**src/rtl/axi_led_pkg.sv**
```systemverilog
// Shared definitions for the AXI4-Lite LED bank: response codes, register offsets and decode.
// Optional blink registers are decoded only when AXI_LED_BANK_BLINK_EN is defined.
package axi_led_pkg;

  localparam logic [1:0]  RESP_OKAY     = 2'b00;
  localparam logic [1:0]  RESP_SLVERR   = 2'b10;
  localparam logic [31:0] INVALID_RDATA = 32'hDEADDEAD;

  localparam logic [31:0] OFF_LED_OUT      = 32'h00;
  localparam logic [31:0] OFF_LED_SET      = 32'h04;
  localparam logic [31:0] OFF_LED_CLR      = 32'h08;
  localparam logic [31:0] OFF_BLINK_EN     = 32'h0C;
  localparam logic [31:0] OFF_BLINK_PERIOD = 32'h10;

  typedef enum logic [2:0] {
    SelLedOut,
    SelLedSet,
    SelLedClr,
    SelBlinkEn,
    SelBlinkPeriod,
    SelInvalid
  } reg_sel_e;

  // Byte-lane strobes expanded to a 32-bit bit mask.
  function automatic logic [31:0] strb_mask(input logic [3:0] strb);
    logic [31:0] mask;
    for (int i = 0; i < 4; i++) begin
      mask[8*i +: 8] = {8{strb[i]}};
    end
    return mask;
  endfunction

  function automatic reg_sel_e decode_reg(input logic [31:0] addr);
    reg_sel_e sel;
    case (addr & 32'hFFFF_FFFC)
      OFF_LED_OUT:      sel = SelLedOut;
      OFF_LED_SET:      sel = SelLedSet;
      OFF_LED_CLR:      sel = SelLedClr;
`ifdef AXI_LED_BANK_BLINK_EN
      OFF_BLINK_EN:     sel = SelBlinkEn;
      OFF_BLINK_PERIOD: sel = SelBlinkPeriod;
`endif
      default:          sel = SelInvalid;
    endcase
    return sel;
  endfunction

endpackage

```
**src/rtl/axi_skid_buffer.sv**
```systemverilog
// Two-entry valid/ready buffer with fall-through: an empty buffer presents its input directly,
// so a request can be accepted and consumed in the same cycle.
module axi_skid_buffer #(
  parameter int unsigned Width = 8
) (
  input  logic             clk_i,
  input  logic             rst_i,
  input  logic             valid_i,
  output logic             ready_o,
  input  logic [Width-1:0] data_i,
  output logic             valid_o,
  input  logic             ready_i,
  output logic [Width-1:0] data_o
);

  logic [Width-1:0] mem_q [2];
  logic             rd_ptr_q, wr_ptr_q;
  logic [1:0]       count_q;
  logic             push, pop, bypass;

  always_comb begin
    ready_o = !rst_i && (count_q != 2'd2);
    push    = valid_i && ready_o;
    valid_o = (count_q != 2'd0) || push;
    data_o  = (count_q != 2'd0) ? mem_q[rd_ptr_q] : data_i;
    pop     = valid_o && ready_i;
    bypass  = push && pop && (count_q == 2'd0);
  end

  always_ff @(posedge clk_i) begin
    if (rst_i) begin
      rd_ptr_q <= 1'b0;
      wr_ptr_q <= 1'b0;
      count_q  <= 2'd0;
    end else begin
      if (push && !bypass) wr_ptr_q <= !wr_ptr_q;
      if (pop && !bypass)  rd_ptr_q <= !rd_ptr_q;
      count_q <= count_q + 2'(push) - 2'(pop);
    end
  end

  always_ff @(posedge clk_i) begin
    if (push && !bypass) mem_q[wr_ptr_q] <= data_i;
  end

endmodule

```
**src/rtl/axi_led_bank.sv**
```systemverilog
// AXI4-Lite LED bank: direct/set/clear LED registers with optional per-LED blink engine.
// Blink engine and its registers exist only when AXI_LED_BANK_BLINK_EN is defined.
module axi_led_bank
  import axi_led_pkg::*;
#(
  parameter int unsigned AXI_ADDR_BW_p  = 5,
  parameter int unsigned LED_NBR_p      = 32,
  parameter int unsigned BLINK_CNT_BW_p = 24
) (
  input  logic                     clk,
  input  logic                     rst,
  input  logic [AXI_ADDR_BW_p-1:0] i_axi_awaddr,
  input  logic                     i_axi_awvalid,
  output logic                     o_axi_awready,
  input  logic [31:0]              i_axi_wdata,
  input  logic [3:0]               i_axi_wstrb,
  input  logic                     i_axi_wvalid,
  output logic                     o_axi_wready,
  output logic [1:0]               o_axi_bresp,
  output logic                     o_axi_bvalid,
  input  logic                     i_axi_bready,
  input  logic [AXI_ADDR_BW_p-1:0] i_axi_araddr,
  input  logic                     i_axi_arvalid,
  output logic                     o_axi_arready,
  output logic [31:0]              o_axi_rdata,
  output logic [1:0]               o_axi_rresp,
  output logic                     o_axi_rvalid,
  input  logic                     i_axi_rready,
  output logic [LED_NBR_p-1:0]     o_led
);

  if (AXI_ADDR_BW_p < 5 || LED_NBR_p < 1 || LED_NBR_p > 32 ||
      BLINK_CNT_BW_p < 1 || BLINK_CNT_BW_p > 32) begin : gen_param_check
    $error("axi_led_bank: parameter out of range");
  end

  localparam logic [31:0] LedMask = 32'((64'd1 << LED_NBR_p) - 64'd1);

  logic                     aw_valid, w_valid, ar_valid;
  logic [AXI_ADDR_BW_p-1:0] aw_addr, ar_addr;
  logic [35:0]              w_payload;
  logic                     wr_exec, rd_exec;

  axi_skid_buffer #(.Width(AXI_ADDR_BW_p)) u_aw_buf (
    .clk_i   (clk),
    .rst_i   (rst),
    .valid_i (i_axi_awvalid),
    .ready_o (o_axi_awready),
    .data_i  (i_axi_awaddr),
    .valid_o (aw_valid),
    .ready_i (wr_exec),
    .data_o  (aw_addr)
  );

  axi_skid_buffer #(.Width(36)) u_w_buf (
    .clk_i   (clk),
    .rst_i   (rst),
    .valid_i (i_axi_wvalid),
    .ready_o (o_axi_wready),
    .data_i  ({i_axi_wdata, i_axi_wstrb}),
    .valid_o (w_valid),
    .ready_i (wr_exec),
    .data_o  (w_payload)
  );

  axi_skid_buffer #(.Width(AXI_ADDR_BW_p)) u_ar_buf (
    .clk_i   (clk),
    .rst_i   (rst),
    .valid_i (i_axi_arvalid),
    .ready_o (o_axi_arready),
    .data_i  (i_axi_araddr),
    .valid_o (ar_valid),
    .ready_i (rd_exec),
    .data_o  (ar_addr)
  );

  logic                 bvalid_q, rvalid_q;
  logic [1:0]           bresp_q, rresp_q;
  logic [31:0]          rdata_q;
  logic [31:0]          led_q, led_d;
  logic [LED_NBR_p-1:0] led_out_d, led_out_q;
  reg_sel_e             wr_sel, rd_sel;
  logic [31:0]          wr_mask, wr_bits, rd_data;
  logic [1:0]           wr_resp, rd_resp;

  // A response slot can take a new request when empty or being drained this cycle.
  assign wr_exec = aw_valid && w_valid && (!bvalid_q || i_axi_bready);
  assign rd_exec = ar_valid && (!rvalid_q || i_axi_rready);

`ifdef AXI_LED_BANK_BLINK_EN
  localparam logic [31:0] PerMask = 32'((64'd1 << BLINK_CNT_BW_p) - 64'd1);

  logic [31:0]               blink_en_q, blink_en_d, period_q, period_d;
  logic [BLINK_CNT_BW_p-1:0] presc_q, presc_d;
  logic                      phase_q, phase_d, period_wr;
`endif

  always_comb begin
    wr_sel  = decode_reg(32'(aw_addr));
    wr_mask = strb_mask(w_payload[3:0]);
    wr_bits = w_payload[35:4] & wr_mask;
    wr_resp = (wr_sel == SelInvalid) ? RESP_SLVERR : RESP_OKAY;
    led_d   = led_q;
`ifdef AXI_LED_BANK_BLINK_EN
    blink_en_d = blink_en_q;
    period_d   = period_q;
    period_wr  = 1'b0;
`endif
    if (wr_exec) begin
      case (wr_sel)
        SelLedOut: led_d = ((led_q & ~wr_mask) | wr_bits) & LedMask;
        SelLedSet: led_d = (led_q | wr_bits) & LedMask;
        SelLedClr: led_d = led_q & ~wr_bits;
`ifdef AXI_LED_BANK_BLINK_EN
        SelBlinkEn: blink_en_d = ((blink_en_q & ~wr_mask) | wr_bits) & LedMask;
        SelBlinkPeriod: begin
          period_d  = ((period_q & ~wr_mask) | wr_bits) & PerMask;
          period_wr = 1'b1;
        end
`endif
        default: ;
      endcase
    end
  end

`ifdef AXI_LED_BANK_BLINK_EN
  always_comb begin
    presc_d = presc_q + BLINK_CNT_BW_p'(1);
    phase_d = phase_q;
    if (presc_q == period_q[BLINK_CNT_BW_p-1:0]) begin
      presc_d = '0;
      phase_d = !phase_q;
    end
    // A period rewrite restarts the blink half-cycle from a known phase.
    if (period_wr) begin
      presc_d = '0;
      phase_d = 1'b0;
    end
    led_out_d = LED_NBR_p'(led_d ^ (blink_en_d & {32{phase_d}}));
  end
`else
  assign led_out_d = LED_NBR_p'(led_d);
`endif

  always_comb begin
    rd_sel  = decode_reg(32'(ar_addr));
    rd_resp = (rd_sel == SelInvalid) ? RESP_SLVERR : RESP_OKAY;
    rd_data = '0;
    case (rd_sel)
      SelLedOut:      rd_data = led_q;
`ifdef AXI_LED_BANK_BLINK_EN
      SelBlinkEn:     rd_data = blink_en_q;
      SelBlinkPeriod: rd_data = period_q;
`endif
      SelInvalid:     rd_data = INVALID_RDATA;
      default:        rd_data = '0;
    endcase
  end

  always_ff @(posedge clk) begin
    if (rst) begin
      led_q     <= '0;
      led_out_q <= '0;
      bvalid_q  <= 1'b0;
      bresp_q   <= RESP_OKAY;
      rvalid_q  <= 1'b0;
      rresp_q   <= RESP_OKAY;
      rdata_q   <= '0;
    end else begin
      led_q     <= led_d;
      led_out_q <= led_out_d;
      if (wr_exec) begin
        bvalid_q <= 1'b1;
        bresp_q  <= wr_resp;
      end else if (i_axi_bready) begin
        bvalid_q <= 1'b0;
      end
      if (rd_exec) begin
        rvalid_q <= 1'b1;
        rresp_q  <= rd_resp;
        rdata_q  <= rd_data;
      end else if (i_axi_rready) begin
        rvalid_q <= 1'b0;
      end
    end
  end

`ifdef AXI_LED_BANK_BLINK_EN
  always_ff @(posedge clk) begin
    if (rst) begin
      blink_en_q <= '0;
      period_q   <= PerMask;
      presc_q    <= '0;
      phase_q    <= 1'b0;
    end else begin
      blink_en_q <= blink_en_d;
      period_q   <= period_d;
      presc_q    <= presc_d;
      phase_q    <= phase_d;
    end
  end
`endif

  assign o_axi_bvalid = bvalid_q;
  assign o_axi_bresp  = bresp_q;
  assign o_axi_rvalid = rvalid_q;
  assign o_axi_rresp  = rresp_q;
  assign o_axi_rdata  = rdata_q;
  assign o_led        = led_out_q;

endmodule
```
**config.mk**
```make
export PLATFORM = sky130hd
export DESIGN_NAME = axi_led_bank
export DESIGN_NICKNAME = d
export VERILOG_FILES = /design/src/rtl/axi_led_pkg.sv /design/src/rtl/axi_skid_buffer.sv /design/src/rtl/axi_led_bank.sv
export SDC_FILE = /design/constraint.sdc
export NUM_CORES = 1
export LEC_CHECK = 0
export ABC_AREA = 0
export CAP_MARGIN = 20
export CORE_MARGIN = 3
export CORE_UTILIZATION = 29
export CTS_BUF_LIST = sky130_fd_sc_hd__clkbuf_4 sky130_fd_sc_hd__clkbuf_8 sky130_fd_sc_hd__clkbuf_16
export DETAILED_ROUTE_END_ITERATION = 10
export SLEW_MARGIN = 0
export SYNTH_ARGS = -nofsm -noshare
export SYNTH_HDL_FRONTEND = slang
export SYNTH_HIERARCHICAL = 1
export SYNTH_SLANG_ARGS = --single-unit
```
**constraint.sdc**
```tcl
create_clock -name clk -period 4.44 [get_ports clk]
set_input_delay 0.888 -clock clk [delete_from_list [all_inputs] [get_ports clk]]
set_output_delay 0.888 -clock clk [all_outputs]
set_load 0.05 [all_outputs]
```
Word-level counts from Yosys, hierarchy flattened
Memory sizes are Yosys's and may differ from the RTL's. A register that Yosys moved wholly into a read port is not among the register bits.
Index checks and enable logic that the tools add are counted.
Cells by class
  add/subtract/negate cells: 6
  $mul: 0
  div/mod/pow operators: 0
  magnitude comparators: 0
  eq/ne operators: 11
  shifts and indexed selects: 0
  mux-type cells: 25
  bitwise logic cells: 7
  reductions and logical operators: 55
Operators with widths (number)
  32-bit AND: 3
  32-bit case mux with 3 select lines: 1
  32-bit logical NOT: 2
  32-bit NOT: 2
  32-bit bitwise OR: 2
  32-bit case mux with 2 select lines: 1
  36-bit two-way mux: 1
  1-bit logical AND: 24
  3-bit case mux with 3 select lines: 2
  1-bit two-way mux: 16
  1-bit logical NOT: 12
  5-bit two-way mux: 2
  2-bit nonzero test: 5
  3-bit by 1-bit equality test with 1-bit output (second input constant): 3
  3-bit by 2-bit equality test with 1-bit output (second input constant): 3
  2-bit by 1-bit adder with 2-bit output: 3
  3-bit equality test (second input constant): 2
  2-bit logical NOT: 3
  3-bit logical NOT: 2
  2-bit inequality test (second input constant): 3
  2-bit by 1-bit subtractor with 2-bit output: 3
  1-bit logical OR: 5
  2-bit two-way mux: 2
  3-bit nonzero test: 1
  2-bit AND reduction: 1
Storage, ports and cells
  bits in registers: 82
  latch bits: 0
  memory bits (writable): 92
  bits in read-only memories: 0
  bits of input ports: 53
  output and inout bits: 73
  logic and storage cells: 122
  memories: 3
Memory list
  u_w_buf.mem_q: depth 2, width 36, read ports 1, clocked after Yosys merged registers in 1, write ports 1, line axi_skid_buffer.sv:16  | logic [Width-1:0] mem_q [2];
  u_ar_buf.mem_q: depth 2, width 5, read ports 1, clocked after Yosys merged registers in 1, write ports 1, line axi_skid_buffer.sv:16
  u_aw_buf.mem_q: depth 2, width 5, read ports 1, clocked after Yosys merged registers in 1, write ports 1, line axi_skid_buffer.sv:16

Depth between registers and ports, before layout
Gate-level depths: netlist of run 1.
  depth in word-level cells: 13
  depth in mapped cells: 13
  depth with buffers taken out: 11

Modules after synthesis
Netlist of run 1, hierarchy kept.
By module, submodules not included
  axi_led_bank: instances 1, cells an instance 349, area an instance 3367.0 um^2, seq. area each 1361.3 um^2
  axi_skid_buffer at u_w_buf: instances 1, cells an instance 226, area an instance 3248.1 um^2, seq. area each 2262.2 um^2
  axi_skid_buffer at u_ar_buf ...: instances 2, cells an instance 61, area an instance 704.4 um^2, seq. area each 400.4 um^2

Worst setup path before layout of run 1
No wires, ideal clock.
  path kind: in2reg
  from: input rst
  to: memory u_w_buf.mem_q[0][0] (enable)
  setup time: 0.429 ns
  arrival time: 3.398 ns
  required time: 4.011 ns
  path slack: 0.613 ns
  stages on the path: 9
  buffers on the path: 0
  cell sequence: nand2b_1 > nand2b_4 > nand2_1 > nor2_1 > and2_1 > ha_1 > o21bai_1 > nand2_1 > nor2_1
On the way
  longest elaborated chain between the ends: 13
  elaborated cells on any way between the ends: 16
  those cells by class: mux: 2; reduce/logical: 14
RTL lines
  start: declaration: line axi_led_bank.sv:11  | input logic rst,
  1-bit logical NOT: line axi_skid_buffer.sv:22  | ready_o = !rst_i && (count_q != 2'd2);
  1-bit logical AND: line axi_skid_buffer.sv:22
  1-bit logical AND: line axi_skid_buffer.sv:23  | push = valid_i && ready_o;
  1-bit logical OR: line axi_skid_buffer.sv:24  | valid_o = (count_q != 2'd0) || push;
  net aw_valid: line axi_led_bank.sv:39  | logic aw_valid, w_valid, ar_valid;
  1-bit logical AND (2 in a row): line axi_led_bank.sv:87  | assign wr_exec = aw_valid && w_valid && (!bvalid_q || i_axi_bready);
  net wr_exec: line axi_led_bank.sv:42  | logic wr_exec, rd_exec;
  1-bit logical AND: line axi_skid_buffer.sv:26  | pop = valid_o && ready_i;
  1-bit logical AND (2 in a row): line axi_skid_buffer.sv:27  | bypass = push && pop && (count_q == 2'd0);
  1-bit logical NOT: line axi_skid_buffer.sv:43  | if (push && !bypass) mem_q[wr_ptr_q] <= data_i;
  1-bit logical AND: line axi_skid_buffer.sv:43
  1-bit two-way mux: line axi_skid_buffer.sv:43
  1-bit two-way mux (implied by the code): line axi_skid_buffer.sv:43
  end: declaration: line axi_skid_buffer.sv:16
The timed path passes the listed nets, and every way through them passes these cells.

Final worst setup path of run 1
  from: input i_axi_wvalid
  to: memory u_w_buf.mem_q[1][32] (enable)
On the way
  longest elaborated chain between the ends: 11
RTL lines
  start: declaration: line axi_led_bank.sv:17  | input logic i_axi_wvalid,
  1-bit logical AND: line axi_skid_buffer.sv:23
  1-bit logical OR: line axi_skid_buffer.sv:24
  net w_valid: line axi_led_bank.sv:39
  1-bit logical AND (2 in a row): line axi_led_bank.sv:87
  net wr_exec: line axi_led_bank.sv:42
  1-bit logical AND: line axi_skid_buffer.sv:26
  1-bit logical AND (2 in a row): line axi_skid_buffer.sv:27
  1-bit logical NOT: line axi_skid_buffer.sv:43
  1-bit logical AND: line axi_skid_buffer.sv:43
  1-bit two-way mux: line axi_skid_buffer.sv:43
  1-bit two-way mux (implied by the code): line axi_skid_buffer.sv:43
The timed path passes the listed nets, and every way through them passes these cells.

==> results.txt, run 1 <==
----------------------------------------------------
[Hold path]
  Cell count of the worst hold path ... 2
  Path category of the worst min-delay check ... register to register

[Worst setup path]
  Critical-path top delay cell ... and3_2
  Top fanout value on the critical path ... 24
  Start-to-end type of the worst setup path ... primary input to register
  Critical path required time ... 4.57 ns
  CP top delay family ... simple AND/OR/NAND/NOR gates
  Worst setup SP type ... primary input
  Cell Chain, Critical Path ... clkdlybuf4s50_1 -> nand2b_1 -> nand2b_4 -> nand2_1 -> nor2_1 -> and2_1 -> ha_1 -> o21bai_1 -> and3_2 -> buf_4
  Buf+Inv Stages, Crit Path ... 2
  Number of logic stages on the critical path including buffering ... 10
  Delay of the slowest cell on the worst path ... 0.63 ns
  Kind of capture point of the worst setup path ... register
  Cells on worst reg2reg path ... 9
  Worst path arrival time ... 3.29 ns

[GRT]
  Antenna violations before repair ... 6
  Overall track demand over capacity in global routing ... 12.9%
  Most crowded layer after global routing ... met2
  Number of global-route vias before repair ... 4962
  Met1 track demand over resource in global routing ... 17.2%
  Remaining Overflow, GRT ... 0
  Met2 usage ... 19.3%
  Largest net degree at the start of global routing ... 73
  Global-route wire length before repair ... 28.5 mm
  Grt met3 use ... 4.51%

[STA]
  Ratio of final minimum period to clock period ... 71.2%
  Slew at the pin closest to its max-slew limit ... 0.886 ns
  Highest attainable clock frequency ... 0.316 GHz
  Finish-stage setup viols ... 0
  RSZ-0062 raised after global routing ... false
  Final Hold Violating Endpoints ... 0
  Max transition margin ... 40.8%
  Final worst clock skew ... 0.0120 ns
  Final min period ... 3.16 ns
  Total negative slack ... 0 ns
  Max Slew Vio Count ... 0

[Floorplanning]
  Die area ... 28600 um2
  Chip Width ... 169 um
  Effective utilization at floorplan ... 29.6%
  Standard cell core area ... 26100 um2
  Die Ht ... 169 um
  Num rows ... 59
  I/O pins ... 126

[Cells and area]
  Total Nets Final ... 837
  Share of layout cells above drive strength 1 ... 14.1%
  Register area ... 4190 um2
  Diode count ... 0
  Fill cell count ... 2525
  Area occupied by multi-input gates ... 3010 um2
  Final non-filler cell area ... 9630 um2
  Most frequent standard cell in the layout excluding fill and tap cells ... clkdlybuf4s50_1
  Area growth, synth to finish ... 24.9%
  Highest-count cells in the layout ignoring fill and taps ... clkdlybuf4s50_1 (118), nor2_1 (103), edfxtp_1 (84)

[Power and ir drop]
  Power spent charging and discharging nets ... 2.68 mW
  Switching fraction of total power ... 41.9%
  Combinational share of power ... 44.1%
  Max rail drop VDD ... 0.327 mV
  Total design power ... 6.40 mW
  Portion of total power attributed to sequential cells ... 32.5%
  Internal Dissipation ... 3.72 mW
  Cell area power density ... 665 nW/um2
  Clock share of power ... 23.4%
  Reported leakage power ... 3.19 nW

[Detailed routing]
  Count of unresolved DRC violations after routing ... 0
  Number of nets still failing antenna checks after routing ... 0
  Total Wirelength ... 18.1 mm
  Router iterations before antenna repair ... 8
  Routed vias/inst ... 4.70
  Drt initial violations ... 364
  Average wire per cell in the routed design ... 16.2 um
  DR vias ... 5281

[Clock network]
  Number of sinks handled by clock tree synthesis ... 167
  Clock tree root driver cell ... clkbuf_16
  H-tree level count ... 4
  Total clock buffers created by CTS ... 17
  Clock insertion delay at the later pin of the skew report ... 0.43 ns
  Number of hold buffers added after CTS ... 0
  TritonCTS clock tree ... built
  Post-CTS Setup Inserts ... 0
  Maximum root-to-sink buffer count ... 2
  CTS clock-pin slew for the worst setup and hold paths ... 0.07 ns
  Count of cells resized by post-cts repair ... 0

[Outcome]
  Status ... finished clean

[Placed design]
  DP Wirelength ... 12.5 mm
  Count of port buffers added during placement ... 119
  Gpl congestion ... 0.735
  Post-DP Area ... 9020 um2

[Flow run]
  Max Cap Viol ... 0

[Synthesis]
  Post-Synthesis Mean Instance Area ... 11.4 um2
  Cells after Synth ... 677
  Yosys warns ... 6
  Cell area after synthesis ... 7710 um2

----------------------------------------------------
==> stage by stage <==
stage	utilization [%]	hold WS (ns)	setup slack, ns	instances
final	36.9	0.470	1.28	1123
after detailed placement	34.6	0.463	0.825	1091
after CTS	36.9	0.473	1.28	1123
after global routing	36.9	0.490	1.12	1123
after floorplan	-	0.451	0.613	678
after global placement	34.6	0.457	0.858	1091
==> power groups by stage <==
stage	Clock [mW]	Sequential, mW	Combinational (mW)
floorplan	0	2.52	1.89
global placement	0	2.12	2.80
detailed placement	0	2.12	2.84
CTS	1.55	2.09	2.85
global route	1.62	2.12	3.08
finish	1.50	2.08	2.82
==> sequential cells by signal, indices dropped and copies added, names as in the netlist, 2 cells and up, named ones only <==
name / flops
o_led: 32
u_w_buf/mem_q: 72
u_aw_buf/mem_q: 6
u_aw_buf/count_q: 2
u_ar_buf/count_q: 2
u_ar_buf/mem_q: 6
u_w_buf/count_q: 2
o_axi_rdata: 32
==> per-layer routing <==
metal  vias up  wire length [um]
li1       2609                 -
met3        35              1270
met2       133              8090
met1      2492              8390
met5         -                73
met4        12               331
==> tightest hold or removal path: stages, from the launching register on <==
cell,delay [ns]
dfxtp_1,0.31
nand2_1,0.07
a21oi_2,0.05
==> final timing paths <==
| check | startpoint | endpoint | slack [ns] |
|---|---|---|---|
| setup / recovery | i_axi_wvalid | u_w_buf/mem_q[1][32]$_DFFE_PP_ | 1.28 |
| hold reg to reg | o_axi_rresp[1]$_SDFFE_PP0P_ | o_axi_rresp[1]$_SDFFE_PP0P_ | 0.47 |
| hold / removal | o_axi_rresp[1]$_SDFFE_PP0P_ | o_axi_rresp[1]$_SDFFE_PP0P_ | 0.47 |
| setup reg to reg | u_aw_buf/count_q[1]$_SDFF_PP0_ | u_w_buf/mem_q[1][32]$_DFFE_PP_ | 1.56 |
==> cell type report <==
type | instances | area share (%)
well taps | 335 | 4.35
inverters | 39 | 1.52
repair buffers | 129 | 13.1
clock inverters | 14 | 1.62
clock buffers | 18 | 4.68
flip-flops and latches | 167 | 43.5
multi-input cells | 421 | 31.2
No activity file was read; power rests on OpenSTA's default activity.
==> run 2, diff against run 1 <==
==> constraint.sdc (replaced) <==
create_clock -name clk -period 2.8 [get_ports clk]
set_input_delay 0.56 -clock clk [delete_from_list [all_inputs] [get_ports clk]]
set_output_delay 0.56 -clock clk [all_outputs]
set_load 0.05 [all_outputs]
==> results.txt, run 2 (synthesis results as in run 1) <==
----------------------------------------------------
[Worst setup path]
  Cells on worst reg2reg path ... 10
  Top fanout value on the critical path ... 7
  Worst setup SP type ... register
  Most prevalent standard cell on the critical path ... nand2_1
  Cell Chain, Critical Path ... or2_1 -> nand2b_4 -> nand2_1 -> nor2_1 -> and2_1 -> ha_1 -> o21bai_1 -> nand2_1 -> nor2_4 -> buf_4
  Worst path arrival time ... 2.55 ns
  Kind of capture point of the worst setup path ... register
  Delay of the slowest cell on the worst path ... 0.35 ns
  Start-to-end type of the worst setup path ... register to register
  Critical path required time ... 2.93 ns
  Worst reg2reg setup slack ... 0.37 ns
  Capturing point of the worst reg2reg path ... u_w_buf/mem_q[0][33]$_DFFE_PP_
  Critical-path top delay cell ... dfxtp_1
  Number of logic stages on the critical path including buffering ... 10
  Buf+Inv Stages, Crit Path ... 1
  CP top delay family ... simple AND/OR/NAND/NOR gates
  Reg2reg start ... u_aw_buf/count_q[1]$_SDFF_PP0_
  Worst Setup SP ... u_aw_buf/count_q[1]$_SDFF_PP0_
  Worst setup path endpoint ... u_w_buf/mem_q[0][33]$_DFFE_PP_

[Floorplanning]
  Chip Width ... 169 um
  I/O pins ... 126
  Standard cell core area ... 26100 um2
  Die Ht ... 169 um
  Num rows ... 59
  Effective utilization at floorplan ... 29.6%
  Die area ... 28600 um2

[Clock network]
  CTS clock-pin slew for the worst setup and hold paths ... 0.06 ns
  Post-CTS Setup Inserts ... 0
  Maximum root-to-sink buffer count ... 2
  Number of hold buffers added after CTS ... 0
  Count of cells resized by post-cts repair ... 0
  TritonCTS clock tree ... built
  Number of sinks handled by clock tree synthesis ... 167
  H-tree level count ... 4
  Clock insertion delay at the later pin of the skew report ... 0.42 ns
  Clock tree root driver cell ... clkbuf_16
  Total clock buffers created by CTS ... 17

[GRT]
  Grt met3 use ... 3.97%
  Remaining Overflow, GRT ... 0
  Most crowded layer after global routing ... met2
  Global-route wire length before repair ... 29.1 mm
  Overall track demand over capacity in global routing ... 12.9%
  Antenna violations before repair ... 4
  Number of global-route vias before repair ... 5204
  Met2 usage ... 19.8%
  Met1 track demand over resource in global routing ... 17.6%
  Largest net degree at the start of global routing ... 69

[Detailed routing]
  Count of unresolved DRC violations after routing ... 0
  DR vias ... 5338
  Total Wirelength ... 18.2 mm
  Router iterations before antenna repair ... 5
  Drt initial violations ... 298
  Routed vias/inst ... 4.66
  Number of nets still failing antenna checks after routing ... 0
  Average wire per cell in the routed design ... 15.9 um

[STA]
  Finish-stage setup viols ... 0
  Final min period ... 2.43 ns
  Final worst clock skew ... 0.00900 ns
  Slew at the pin closest to its max-slew limit ... 1.10 ns
  Worst-case setup margin in the final layout ... 0.374 ns
  Max transition margin ... 26.9%
  RSZ-0062 raised after global routing ... false
  Final Hold Violating Endpoints ... 0
  Highest attainable clock frequency ... 0.412 GHz
  Max Slew Vio Count ... 0
  Ratio of final minimum period to clock period ... 86.7%

[Flow run]
  Max Cap Viol ... 0

[Placed design]
  Count of port buffers added during placement ... 119
  Post-place setup slack ... -0.0326 ns
  Placed instance count ... 1114
  DP Wirelength ... 12.9 mm
  Gpl congestion ... 0.720

[Cells and area]
  Most frequent standard cell in the layout excluding fill and tap cells ... clkdlybuf4s50_1
  Share of layout cells above drive strength 1 ... 16.5%
  Register area ... 4190 um2
  Area growth, synth to finish ... 27.7%
  Total Nets Final ... 860
  Number of standard cells in the final layout excluding fillers ... 1146
  Diode count ... 0
  Number of flip-flops under the largest register name ... 72
  Highest-count cells in the layout ignoring fill and taps ... clkdlybuf4s50_1 (118), nor2_1 (103), edfxtp_1 (84)
  Area occupied by multi-input gates ... 3010 um2
  Most flops, register ... u_w_buf/mem_q
  Final core utilization ... 37.8%
  Fill cell count ... 2523

[Power and ir drop]
  Reported leakage power ... 3.30 nW
  Max rail drop VDD ... 0.525 mV
  Cell area power density ... 1040 nW/um2
  Total design power ... 10.2 mW

[Hold path]
  Worst Min Path Start ... rst
  Path category of the worst min-delay check ... primary input to register

[Outcome]
  Status ... finished clean

----------------------------------------------------
[run 2: final cells by class]
type                       count  area share (%)
sequential                   167            42.5
multi-input combinational    421            30.5
timing repair buffer         152            15.6
clock buffer                  18            4.40
tap                          335            4.26
inverter                      39            1.49
clock inverter                14            1.19
[run 2: worst min path at each step]
stage          depth (start not counted)                        endpoint
2_1_floorplan                          1  u_ar_buf/wr_ptr_q$_SDFFE_PP0P_
3_3_place_gp                           2     o_axi_rresp[1]$_SDFFE_PP0P_
3_5_place_dp                           2     o_axi_rresp[1]$_SDFFE_PP0P_
4_1_cts                                2   u_w_buf/count_q[0]$_SDFF_PP0_
5_1_grt                                2  u_aw_buf/count_q[0]$_SDFF_PP0_
6_report                               2   u_w_buf/count_q[0]$_SDFF_PP0_
[run 2: stage by stage]
stage                     hold slack [ns]  instance area (um2)  setup TNS, ns
after floorplan                     0.451                 7720              0
after global placement              0.458                 9290              0
after detailed placement            0.464                 9290         -0.158
after CTS                           0.394                 9840              0
after global routing                0.408                 9840              0
final                               0.413                 9840              0
[run 2: metal layers]
layer	part of all wire, %	up-vias
met5	0.26	-
met4	0.87	8
met3	6.3	17
met2	46	108
met1	47	2547
li1	-	2658
[run 2: worst register-to-register path, stage by stage (launching register included)]
cell	delay, ns
dfxtp_1	0.35
or2_1	0.33
nand2b_4	0.18
nand2_1	0.09
nor2_1	0.05
and2_1	0.16
ha_1	0.19
o21bai_1	0.22
nand2_1	0.15
nor2_4	0.21
buf_4	0.20
[run 2: power breakdown]
part | total, mW | internal, mW | switching (mW)
clock | 2.17 | 1.17 | 1.00
combinational | 4.76 | 1.80 | 2.95
sequential | 3.29 | 3.00 | 0.287
total | 10.2 | 5.98 | 4.24
==> run 3, diff against run 2 <==
--- a/config.mk
+++ b/config.mk
@@ -6,6 +6,7 @@
 export NUM_CORES = 1
 export LEC_CHECK = 0
 export ABC_AREA = 0
+export ABC_CLOCK_PERIOD_IN_PS = 2800
 export CAP_MARGIN = 20
 export CORE_MARGIN = 3
 export CORE_UTILIZATION = 29
==> constraint.sdc (replaced) <==
create_clock -name clk -period 2.8 [get_ports clk]
set_input_delay 0.56 -clock clk [delete_from_list [all_inputs] [get_ports clk]]
set_output_delay 0.56 -clock clk [all_outputs]
set_load 0.02 [all_outputs]
==> results.txt, run 3 (synthesis results as in run 1) <==
----------------------------------------------------
[Floorplanning]
  Num rows ... 59
  Chip Width ... 169 um
  Standard cell core area ... 26100 um2
  I/O pins ... 126
  Die area ... 28600 um2
  Effective utilization at floorplan ... 29.6%
  Die Ht ... 169 um

[Power and ir drop]
  Cell area power density ... 1020 nW/um2
  Reported leakage power ... 3.33 nW
  Total design power ... 10.1 mW
  Max rail drop VDD ... 0.462 mV

[STA]
  Worst hold margin ... 0.358 ns
  Ratio of final minimum period to clock period ... 85.7%
  Final Hold Violating Endpoints ... 0
  RSZ-0062 raised after global routing ... false
  Max transition margin ... 28.0%
  Max Slew Vio Count ... 0
  Highest attainable clock frequency ... 0.417 GHz
  Finish-stage setup viols ... 0
  Final min period ... 2.40 ns
  Slew at the pin closest to its max-slew limit ... 1.08 ns
  Final worst clock skew ... 0.00898 ns
  Total negative slack ... 0 ns

[Worst setup path]
  Worst reg2reg setup slack ... 0.40 ns
  Cells on worst reg2reg path ... 7
  Capturing point of the worst reg2reg path ... o_led[18]$_SDFFE_PP0P_
  Start-to-end type of the worst setup path ... register to register
  Reg2reg start ... u_aw_buf/count_q[1]$_SDFF_PP0_
  Worst setup SP type ... register
  Kind of capture point of the worst setup path ... register
  Top fanout value on the critical path ... 8
  Critical path required time ... 3.13 ns
  Worst path arrival time ... 2.73 ns

[GRT]
  Largest net degree at the start of global routing ... 69
  Number of global-route vias before repair ... 5087
  Overall track demand over capacity in global routing ... 12.7%
  Antenna violations before repair ... 4
  Global-route wire length before repair ... 28.6 mm
  Remaining Overflow, GRT ... 0

[Cells and area]
  Final core utilization ... 38.0%
  Highest-count cells in the layout ignoring fill and taps ... clkdlybuf4s50_1 (118), nor2_1 (103), edfxtp_1 (84)
  Total Nets Final ... 856
  Most frequent standard cell in the layout excluding fill and tap cells ... clkdlybuf4s50_1
  Area growth, synth to finish ... 28.6%
  Most flops, register ... u_w_buf/mem_q
  Fill cell count ... 2511
  Number of flip-flops under the largest register name ... 72
  Diode count ... 0
  Share of layout cells above drive strength 1 ... 16.1%

[Clock network]
  Number of hold buffers added after CTS ... 0
  Total clock buffers created by CTS ... 17
  Clock insertion delay at the later pin of the skew report ... 0.43 ns
  Clock tree root driver cell ... clkbuf_16
  Number of sinks handled by clock tree synthesis ... 167
  Post-CTS Setup Inserts ... 0
  H-tree level count ... 4
  CTS clock-pin slew for the worst setup and hold paths ... 0.07 ns
  TritonCTS clock tree ... built
  Maximum root-to-sink buffer count ... 2
  Count of cells resized by post-cts repair ... 0

[Hold path]
  Hold-critical path endpoint ... o_axi_bvalid$_SDFFE_PP0P_
  Worst Min Path Start ... rst
  Path category of the worst min-delay check ... primary input to register
  Cell count of the worst hold path ... 2

[Detailed routing]
  Average wire per cell in the routed design ... 15.8 um
  Drt initial violations ... 480
  Number of nets still failing antenna checks after routing ... 0
  Routed vias/inst ... 4.59
  DR vias ... 5247
  Total Wirelength ... 18.0 mm
  Count of unresolved DRC violations after routing ... 0
  Router iterations before antenna repair ... 4

[Placed design]
  DP Wirelength ... 12.6 mm
  Count of port buffers added during placement ... 119
  Gpl congestion ... 0.715

[Outcome]
  Status ... finished clean

[Flow run]
  Max Cap Viol ... 0

----------------------------------------------------
==> run 3: cell type report <==
cell class | count | area [um2] | area share (%)
clock buffer | 18 | 439 | 4.43
clock inverter | 14 | 210 | 2.12
inverter | 39 | 146 | 1.48
multi-input combinational | 421 | 3010 | 30.3
sequential | 167 | 4190 | 42.2
tap | 335 | 419 | 4.23
timing repair buffer | 148 | 1510 | 15.2
==> run 3: how the worst max path moves through the flow <==
stage                                        start                            end  slack (ns)  cells past startpoint
CTS                 u_aw_buf/count_q[1]$_SDFF_PP0_         o_led[20]$_SDFFE_PP0P_        0.37                      7
global placement                   i_axi_awaddr[2]         o_led[16]$_SDFFE_PP0P_        0.02                      7
floorplan            u_w_buf/count_q[1]$_SDFF_PP0_  u_w_buf/mem_q[0][0]$_DFFE_PP_        0.20                     10
finish              u_aw_buf/count_q[1]$_SDFF_PP0_         o_led[18]$_SDFFE_PP0P_        0.40                      7
detailed placement                 i_axi_awaddr[2]         o_led[18]$_SDFFE_PP0P_       -0.04                      7
global route        u_aw_buf/count_q[0]$_SDFF_PP0_         o_led[18]$_SDFFE_PP0P_        0.19                      7
==> run 3: worst max-delay path, stage by stage (launching register included) <==
cell and delay (ns):
dfxtp_1 0.40, or2_1 0.25, nor2_1 0.06, a21oi_1 0.37, nor3b_2 0.13, nor2b_1 0.70
a22oi_1 0.24, o32ai_2 0.16
==> run 3: power breakdown <==
| part | total, mW | switching (mW) | internal (mW) |
|---|---|---|---|
| registers | 3.29 | 0.283 | 3.00 |
| clock network | 2.57 | 1.03 | 1.55 |
| logic | 4.23 | 2.43 | 1.80 |
==> run 3: stage by stage <==
stage / area [um2] / setup slack (ns) / std cells
floorplan: 7720 / 0.201 / 678
global placement: 9260 / 0.0243 / 1110
detailed placement: 9260 / -0.0432 / 1110
CTS: 9910 / 0.369 / 1142
global route: 9910 / 0.192 / 1142
finish: 9910 / 0.401 / 1142
==> run 3: layer usage <==
layer / vias up / GRT usage, % / share of wire [%]
li1: 2636 / - / -
met1: 2450 / 17.3 / 46
met2: 131 / 19.4 / 45
met3: 22 / 4.09 / 7.3
met4: 8 / 4.02 / 1.2
met5: - / 0 / 0.31
